`src/rtl/mips_pkg.sv`:
```
`default_nettype none
// ============================================================================
// Package : mips_pkg
// Brief   : Shared load-type codes and the outstanding-load queue entry used
//           by the MIPS I register-file write-port controller.
// Rev     : 1.0  initial release
// ============================================================================
package mips_pkg;

  // Load type codes carried with each issued load
  localparam logic [2:0] LD_LB  = 3'd0;
  localparam logic [2:0] LD_LH  = 3'd1;
  localparam logic [2:0] LD_LW  = 3'd2;
  localparam logic [2:0] LD_LBU = 3'd3;
  localparam logic [2:0] LD_LHU = 3'd4;
  localparam logic [2:0] LD_LWL = 3'd5;
  localparam logic [2:0] LD_LWR = 3'd6;

  // One outstanding load: destination, type, byte offset, and the returned
  // word once the memory response has arrived
  typedef struct packed {
    logic [4:0]  rd;
    logic [2:0]  op;
    logic [1:0]  addr;
    logic [31:0] data;
    logic        has_data;
  } ld_entry_t;

endpackage : mips_pkg
`default_nettype wire

```
`src/rtl/mips_load_align.sv`:
```
`default_nettype none
// ============================================================================
// Module  : mips_load_align
// Brief   : Little-endian load alignment. Turns an aligned memory word plus
//           load type and byte offset into register-file byte enables and
//           write data. Purely combinational.
// Rev     : 1.0  initial release
// ============================================================================
module mips_load_align
  import mips_pkg::*;
(
  input  logic [2:0]  op,
  input  logic [1:0]  addr,
  input  logic [31:0] data,
  output logic [3:0]  we,
  output logic [31:0] wr_data
);

  logic [7:0]  sel_byte;
  logic [15:0] sel_half;
  logic [1:0]  lwl_shift;

  // Select the addressed byte/half and build lane enables and data per type
  always_comb begin
    sel_byte  = data[{addr, 3'b000} +: 8];
    sel_half  = addr[1] ? data[31:16] : data[15:0];
    lwl_shift = 2'd3 - addr;
    we        = 4'b1111;
    wr_data   = data;
    case (op)
      LD_LW:  wr_data = data;
      LD_LB:  wr_data = {{24{sel_byte[7]}}, sel_byte};
      LD_LBU: wr_data = {24'd0, sel_byte};
      LD_LH:  wr_data = {{16{sel_half[15]}}, sel_half};
      LD_LHU: wr_data = {16'd0, sel_half};
      // LWL fills the upper lanes from the low end of the word
      LD_LWL: begin
        we      = 4'b1111 << lwl_shift;
        wr_data = data << {lwl_shift, 3'b000};
      end
      // LWR fills the lower lanes from the high end of the word
      LD_LWR: begin
        we      = 4'b1111 >> addr;
        wr_data = data >> {addr, 3'b000};
      end
      default: begin
        we      = 4'b0000;
        wr_data = data;
      end
    endcase
  end

endmodule : mips_load_align
`default_nettype wire

```
`src/rtl/mips_wb_ctrl.sv`:
```
`default_nettype none
// ============================================================================
// Module  : mips_wb_ctrl
// Brief   : Register-file write-port controller. Arbitrates the single write
//           port between ALU results and in-order load returns, queues
//           outstanding loads, and raises decode stall on pending hazards.
// Rev     : 1.0  initial release
// ============================================================================
module mips_wb_ctrl
  import mips_pkg::*;
#(
  parameter int DEPTH = 2
)(
  input  logic        clock,
  input  logic        reset,
  input  logic        alu_valid,
  input  logic [4:0]  alu_rd,
  input  logic [31:0] alu_data,
  input  logic        ld_issue,
  input  logic [4:0]  ld_rd,
  input  logic [2:0]  ld_op,
  input  logic [1:0]  ld_addr,
  output logic        ld_ready,
  input  logic        mem_valid,
  input  logic [31:0] mem_data,
  input  logic [4:0]  rs,
  input  logic [4:0]  rt,
  input  logic [4:0]  wd,
  input  logic        wd_is_load,
  output logic        stall,
  output logic [4:0]  rd,
  output logic [3:0]  we,
  output logic [31:0] D
);

  localparam int PTR_W = $clog2(DEPTH);

  ld_entry_t [DEPTH-1:0] ent_q, ent_d;
  logic [DEPTH-1:0]      valid_q, valid_d;
  logic [PTR_W-1:0]      head_q, head_d;
  logic [PTR_W-1:0]      tail_q, tail_d;
  logic [PTR_W-1:0]      fill_q, fill_d;
  logic [PTR_W:0]        count_q, count_d;

  ld_entry_t   head_ent;
  logic        head_ready;
  logic        ld_accept;
  logic        pop;
  logic        fill_hit;
  logic [3:0]  al_we;
  logic [31:0] al_data;

  // Align the head entry; only used when the head is selected for writing
  mips_load_align u_align (
    .op      (head_ent.op),
    .addr    (head_ent.addr),
    .data    (head_ent.data),
    .we      (al_we),
    .wr_data (al_data)
  );

  // Queue status: head readiness, acceptance, and whether a response can land.
  // The fill pointer sits on the oldest data-less entry whenever one exists.
  always_comb begin
    head_ent   = ent_q[head_q];
    head_ready = valid_q[head_q] && head_ent.has_data;
    ld_ready   = (count_q < (PTR_W + 1)'(DEPTH));
    ld_accept  = ld_issue && ld_ready;
    pop        = !alu_valid && head_ready;
    fill_hit   = mem_valid && valid_q[fill_q] && !ent_q[fill_q].has_data;
  end

  // Write-port select: ALU first, then a completed head load, else idle
  always_comb begin
    rd = 5'd0;
    we = 4'b0000;
    D  = 32'd0;
    if (alu_valid) begin
      rd = alu_rd;
      we = 4'b1111;
      D  = alu_data;
    end else if (head_ready) begin
      rd = head_ent.rd;
      we = al_we;
      D  = al_data;
    end
    // r0 is hardwired; loads to r0 still pop to keep response order intact
    if (rd == 5'd0) begin
      we = 4'b0000;
    end
  end

  // Stall on any valid entry whose destination matches a decode operand;
  // a load-to-same-destination is ordered by the queue and needs no stall
  always_comb begin
    stall = 1'b0;
    for (int i = 0; i < DEPTH; i++) begin
      if (valid_q[i] && (ent_q[i].rd != 5'd0) &&
          ((ent_q[i].rd == rs) || (ent_q[i].rd == rt) ||
           ((ent_q[i].rd == wd) && !wd_is_load))) begin
        stall = 1'b1;
      end
    end
  end

  // Queue next state: response fill, head pop and tail push can coincide;
  // they never touch the same slot (fill/pop need a valid slot, push a free one)
  always_comb begin
    ent_d   = ent_q;
    valid_d = valid_q;
    head_d  = head_q;
    tail_d  = tail_q;
    fill_d  = fill_q;
    count_d = count_q;

    if (fill_hit) begin
      ent_d[fill_q].data     = mem_data;
      ent_d[fill_q].has_data = 1'b1;
      fill_d                 = fill_q + PTR_W'(1);
    end

    if (pop) begin
      valid_d[head_q] = 1'b0;
      head_d          = head_q + PTR_W'(1);
    end

    if (ld_accept) begin
      ent_d[tail_q].rd       = ld_rd;
      ent_d[tail_q].op       = ld_op;
      ent_d[tail_q].addr     = ld_addr;
      ent_d[tail_q].data     = 32'd0;
      ent_d[tail_q].has_data = 1'b0;
      valid_d[tail_q]        = 1'b1;
      tail_d                 = tail_q + PTR_W'(1);
    end

    case ({ld_accept, pop})
      2'b10:   count_d = count_q + (PTR_W + 1)'(1);
      2'b01:   count_d = count_q - (PTR_W + 1)'(1);
      default: count_d = count_q;
    endcase
  end

  // State register; reset discards every entry and in-flight data
  always_ff @(posedge clock or posedge reset) begin
    if (reset) begin
      ent_q   <= '0;
      valid_q <= '0;
      head_q  <= '0;
      tail_q  <= '0;
      fill_q  <= '0;
      count_q <= '0;
    end else begin
      ent_q   <= ent_d;
      valid_q <= valid_d;
      head_q  <= head_d;
      tail_q  <= tail_d;
      fill_q  <= fill_d;
      count_q <= count_d;
    end
  end

endmodule : mips_wb_ctrl
`default_nettype wire

```
`config.mk`:
```
export PLATFORM = sky130hd
export DESIGN_NAME = mips_wb_ctrl
export DESIGN_NICKNAME = d
export VERILOG_FILES = /design/src/rtl/mips_pkg.sv /design/src/rtl/mips_load_align.sv /design/src/rtl/mips_wb_ctrl.sv
export SDC_FILE = /design/constraint.sdc
export NUM_CORES = 1
export LEC_CHECK = 0
export BUFFER_PORTS_ARGS = -buffer_cell sky130_fd_sc_hd__buf_2
export CAP_MARGIN = 20
export CORE_MARGIN = 4
export CORE_UTILIZATION = 45
export CTS_BUF_LIST = sky130_fd_sc_hd__clkbuf_8
export DETAILED_ROUTE_END_ITERATION = 10
export PLACE_DENSITY = 0.69
export SETUP_SLACK_MARGIN = 0.5
export SLEW_MARGIN = 10
export SYNTH_ARGS = -nofsm -noshare
export SYNTH_HDL_FRONTEND = slang
export SYNTH_SLANG_ARGS = --single-unit
```
`constraint.sdc`:
```
create_clock -name clock -period 3.7 [get_ports clock]
set_input_delay 0.185 -clock clock [delete_from_list [all_inputs] [get_ports clock]]
set_output_delay 0.185 -clock clock [all_outputs]
set_load 0.01 [all_outputs]
```
==> results of run 1 <==
-- cells in the final DEF (no fill, tap or decap), drive strengths merged, types with 3 or more instances in the layout --
master	instances
nor3	8
clkbuf	14
nand3	3
nand3b	9
o21ai	39
xor2	18
a221oi	9
o211ai	11
or2	3
a21oi	105
a2111oi	7
nor2	31
xnor2	20
o22ai	18
o2111ai	7
inv	7
buf	173
mux2	46
mux2i	33
and2	3
or4	3
a32oi	3
nand2b	13
a221o	7
nand2	197
a22oi	4
a21o	3
a31oi	11
dfrtp	93
a22o	10
o31ai	4
a211oi	14
-- what timing repair did --
item                                    CTS  global route
setup buffers                             7             2
pin swaps                                 1             0
gates resized for setup                   5             7
hold buffers                              1             0
endpoints found under the hold margin    26             0
endpoints found under the setup margin   28             9
-- synthesized netlist by cell type, drive strengths merged (4+ instances only) --
library cell    n  area, um2
nand2         197        739
a21oi         105        529
dfrtp          93       2330
clkbuf         50        189
mux2           46        522
o21ai          39        195
mux2i          33        354
nor2           31        116
buf            23        130
xnor2          20        175
o22ai          18        113
xor2           18        158
a211oi         14        105
nand2b         13       81.3
a31oi          11       68.8
o211ai         11       82.6
a22o           10       87.6
a221oi          9       96.4
nand3b          9       67.6
inv             8       30.0
nor3            8       40.0
a2111oi         7       61.3
a221o           7       70.1
o2111ai         7       61.3
a22oi           4       30.0
o31ai           4       30.0
-- kinds of logic (layout without fill, tap and decap cells) --
kind of cell,after synthesis,in the layout,synth area share [%]
AO/OA/AOI/OAI,257,257,24.0
XOR/XNOR,38,38,4.93
flip-flops,93,93,34.5
buffers and inverters,81,198,5.17
multiplexers,79,79,13.0
AND/OR/NAND/NOR,284,284,18.2
adder cells (fa/ha/maj),1,1,0.185
-- power by group through the flow --
| stage | registers [mW] | clock network [mW] | logic (mW) |
|---|---|---|---|
| 2_1_floorplan | 1.69 | 0 | 3.56 |
| 3_3_place_gp | 2.03 | 0 | 4.34 |
| 3_5_place_dp | 2.03 | 0 | 4.38 |
| 4_1_cts | 1.98 | 0.766 | 4.59 |
| 5_1_grt | 2.07 | 0.811 | 5.17 |
| 6_report | 2.00 | 0.749 | 4.73 |
-- state kept, by name (all words and copies together) (netlist names) --
register,count
count_q,2
head_q,1
valid_q,2
ent_q,86
tail_q,1
fill_q,1
-- layer usage --
layer / GRT usage (%) / wire [um] / vias up
li1: - / - / 3211
met1: 37.3 / 9510 / 3148
met2: 36.0 / 9190 / 300
met3: 4.07 / 1940 / 25
met4: 5.57 / 262 / 0
met5: 0 / 0 / -
-- final cells by class --
class	instances	share of cell area, %
clock inverter	2	0.473
clock buffer	14	2.43
multi-input combinational	659	52.0
sequential	93	29.4
inverter	8	0.394
timing repair buffer	174	12.4
tap	184	2.90
-- worst max-delay path by stage --
stage | end | from
finish | D[15] | head_q
global placement | D[14] | head_q
CTS | D[15] | head_q
floorplan | count_q[0] | reset
detailed placement | D[23] | head_q
global route | D[14] | head_q
-- worst max-delay path: cells and delay by family (launching register included) --
family          cells  cell delay, ps
buf+inv             2             350
simple gates        1             540
compound gates      2             470
flops               1             500
mux                 2             750
-- metrics by stage --
stage / power (mW) / instances
floorplan: 5.25 / 833
global placement: 6.38 / 1108
detailed placement: 6.41 / 1108
CTS: 7.34 / 1132
global route: 8.04 / 1134
finish: 7.48 / 1134
==> results.ini, run 1 <==
[critical_path]
worstReg2RegEnd = count_q[1]
required_ps = 3510
rrSetupSlack_ps = 1080
slowest_delay_ps = 540
reg2reg_depth = 8
cp_slowest_cell = or4_1
crit_chain = buf_4 -> mux2_2 -> mux2_4 -> a21o_2 -> or4_1 -> a22o_1 -> buf_2
critPathKind = reg2out
endpoint_kind = output pin
crit_arrival_ps = 2980
regToRegStartpoint = head_q
cp-start-kind = flop
cp_max_fo = 10

[final_layout]
area_growth_pct = 17.6
nets = 1046
drive_gt1_share_pct = 26.7
diodes = 0
n_fill_cell = 1426
final_core_util_pct = 54.4
multi_input_area_mm2 = 0.00413
final-seq-area_mm2 = 0.00233
design_area_mm2 = 0.00794

[power_and_ir_drop]
power.switching_mw = 3.66
p_per_area_mw_per_mm2 = 943
p_leak_nw = 3.51
internal_power_mw = 3.82
peakVddDrop_mv = 0.602
pwr-share-seq_pct = 26.8
comb_power_share_pct = 63.2
swShare_pct = 48.9
pwr-share-clk_pct = 10.0

[synthesis]
synthesis.nets = 934
synth-main-ff-cell = dfrtp_1
ys_seq_area_share_pct = 34.5
yosysWarnings = 0
syn_inst = 833
synth-seq-cells = 93
ys_types = 58
async_reset_ff_share_pct = 100
synth_area_mm2 = 0.00675
synth_edf_count = 0
postSynthAreaPerCell_um2 = 8.10

[grt]
antenna_found_initial = 0
grt_pass1_vias = 6179
grt-ovfl-total = 0
grtUsageTotal_pct = 24.3
grt_max_degree = 47
grt_pass1_wl_um = 33000

[clock_network]
root_buffer = clkbuf_8
numCtsBuffers = 9
cts.sinks = 93
cts_tree = done
clk_latency_ps = 360
path_clk_slew_ps = 90
cts_htree_levels = 3
clockBufferDepth = 2

[sta]
tightest_slew_ps = 982
slew_violations = 0
grt_setup_unrepaired = yes
fin_tns_setup_ps = 0
skew_ps = 7.93
fin_crit_sh_pct = 85.5
hold_viol = 0
fin_ws_ps = 535
hold-worst-slack_ps = 34.1
fmax_mhz = 316
finalSetupViolations = 0
period_needed_ps = 3160
slew_headroom_pct = 34.3

[die]
fp.dieH_um = 130
dieArea_mm2 = 0.0170
pin_count = 143
dieWidth_um = 130
initial_core_util_pct = 46.2
rows = 44
core_area_mm2 = 0.0146

[place]
gp_congestion = 0.954
dp_hpwl_um = 15100
place_ws_ps = 476
placed_area_mm2 = 0.00757
port_buffers = 142

[drt]
wirelength_um = 20900
drc = 0
drt_iter0_markers = 952
antenna_left = 0
vias = 6684
via_per_inst = 5.89
drt_pass1_iterations = 7
wire_per_inst_um = 18.4

[min_path]
holdPathStages = 3
holdPathEnd = ent_q[78]
hp-class = in2reg
hp-start = ld_op[0]

[status]
outcome = completed

[job]
maxCapViolations = 0

Power figures use the tool's default switching activity.
==> run 2: changes to the inputs <==
BUFFER_PORTS_ARGS = unset   (was -buffer_cell sky130_fd_sc_hd__buf_2)
DONT_BUFFER_PORTS = 1   (was unset)
PLACE_DENSITY = 0.61   (was 0.69)
REMOVE_ABC_BUFFERS = 1   (was unset)
==> results.ini, run 2 (synthesized netlist as in run 1, its figures left out) <==
[status]
outcome = completed

[drt]
vias = 6610  ; -1.1%
drt_pass1_iterations = 5  ; -2
wire_per_inst_um = 22.0  ; +19%
wirelength_um = 22700  ; +8.7%
drt_iter0_markers = 833  ; -13%
via_per_inst = 6.39  ; +8.4%
antenna_left = 0  ; unchanged
drc = 0  ; unchanged

[sta]
fin_ws_ps = 557  ; +21.3 ps
slew_violations = 0  ; unchanged
slew_headroom_pct = 40.5  ; +6.2 points
skew_ps = 8.70  ; +0.768 ps
fin_crit_sh_pct = 85.0  ; -0.58 points
finalSetupViolations = 0  ; unchanged
hold_viol = 0  ; unchanged
period_needed_ps = 3140  ; -21.3 ps
tightest_slew_ps = 893  ; -89.8 ps
fmax_mhz = 318  ; +0.68%
grt_setup_unrepaired = no

[critical_path]
crit_path_frequent_cell = mux2_4
crit_arrival_ps = 2960  ; -20 ps
regToRegStartpoint = head_q
cp_max_fo = 8  ; -2
cp_slowest_cell = or4_4
cp-start-kind = flop
required_ps = 3510  ; about the same
critPathKind = reg2out
slowest_delay_ps = 560  ; +20 ps
startpoint = head_q
crit_chain = buf_4 -> mux2_4 -> mux2i_2 -> mux2_4 -> a21o_4 -> or4_4 -> a22o_1
reg2reg_depth = 7  ; -1
endpoint_kind = output pin

[clock_network]
root_buffer = clkbuf_8
path_clk_slew_ps = 90  ; about the same
cts_tree = done
clk_latency_ps = 390  ; +30 ps
clockBufferDepth = 2  ; unchanged
numCtsBuffers = 9  ; unchanged
cts_htree_levels = 3  ; unchanged
cts.sinks = 93  ; unchanged

[power_and_ir_drop]
p_leak_nw = 3.11  ; -11%
peakVddDrop_mv = 0.435  ; -28%
p_total_mw = 7.65  ; +2.3%
p_per_area_mw_per_mm2 = 994  ; +5.5%

[grt]
grt_max_degree = 54  ; +15%
grt_pass1_wl_um = 35200  ; +6.7%
grtUsageTotal_pct = 26.5  ; +2.2 points
grt-ovfl-total = 0  ; unchanged
antenna_found_initial = 0  ; unchanged
grt_pass1_vias = 6484  ; +4.9%

[place]
gp_congestion = 0.871  ; -8.6%
port_buffers = 0  ; -100%
dp_hpwl_um = 15700  ; +4.3%
place_ws_ps = 650  ; +174 ps

[final_layout]
top_register = ent_q
area_growth_pct = 14.1
drive_gt1_share_pct = 14.0  ; -13 points
reg_top3 = ent_q: 86 flops, count_q: 2 flops, valid_q: 2 flops
nets = 947  ; -9.5%
largest_reg_flops = 86  ; unchanged
diodes = 0  ; unchanged
layout_common_cells = nand2_1 (197), a21oi_1 (103), dfrtp_1 (92), mux2_2 (44), dlygate4sd3_1 (43)
mostFrequentLayoutCell = nand2_1

[min_path]
hp-class = in2reg
holdPathStages = 3  ; unchanged
hp-start = mem_valid

[die]
dieWidth_um = 130  ; unchanged
initial_core_util_pct = 46.2  ; unchanged
rows = 44  ; unchanged
dieArea_mm2 = 0.0170  ; unchanged
pin_count = 143  ; unchanged
fp.dieH_um = 130  ; unchanged
core_area_mm2 = 0.0146  ; unchanged

[job]
maxCapViolations = 0  ; unchanged

## run 2: cell count changes in the layout (fill, tap and decap cells not counted), sizes merged
cell	previous run	this run
bufinv	1	3
clkbuf	14	10
buf	173	31
inv	7	9
dlygate4sd3	1	43
mux2	46	47
## run 2: final timing paths
| path | slack [ps] | endpoint |
|---|---|---|
| setup / recovery | 560 | D[15] |
| hold / removal | 70 | fill_q |
| setup reg to reg | 1180 | count_q[1] |
| hold reg to reg | 510 | count_q[0] |
| max in group asynchronous | 2210 | ent_q[15] |
| min in group asynchronous | 380 | ent_q[42] |
## run 2: cell type report
cell class,instances,area [um2]
tap,184,230
inverter,8,31.3
clock buffer,10,138
multi-input combinational,660,4180
timing repair buffer,74,683
fill,1369,6890
sequential,93,2330
clock inverter,6,110
## run 2: per-layer routing
| layer | wire, um | GRT usage, % |
|---|---|---|
| met1 | 9130 | 35.1 |
| met2 | 10500 | 40.6 |
| met3 | 2400 | 8.29 |
| met4 | 741 | 10.8 |
| met5 | 0 | 0 |
## run 2: power breakdown
part / leakage (nW) / total [mW] / switching, mW / internal (mW)
Clock: 0.124 / 0.849 / 0.382 / 0.467
Sequential: 1.19 / 1.99 / 0.522 / 1.47
Combinational: 1.80 / 4.82 / 2.92 / 1.90
## run 2: per-stage QoR
| step | hold slack [ps] | instance area [um2] | utilization (%) | setup TNS, ps | instances |
|---|---|---|---|---|---|
| after floorplan | 302 | 6430 | - | -16220 | 760 |
| after global placement | 245 | 6840 | 46.9 | 0 | 965 |
| after detailed placement | 263 | 6840 | 46.9 | 0 | 965 |
| after CTS | 50.1 | 7570 | 51.9 | 0 | 1026 |
| after global routing | 109 | 7700 | 52.8 | 0 | 1035 |
| final | 66.9 | 7700 | 52.8 | 0 | 1035 |
## run 2: critical path: cells and delay by family (launching register included)
family | cells | cell delay (ps)
muxes | 3 | 870
and+or+nand+nor | 1 | 560
DFF | 1 | 490
AOI/OAI and AO/OA | 2 | 490
buffers and inverters | 1 | 160
## run 2: timing repair
item,CTS,global route
endpoints found under the setup margin,25,26
gates resized for setup,5,15
pin swaps,0,1
gates cloned,0,1
hold endpoints to repair,132,0
hold buffers,43,0
setup buffers,2,8
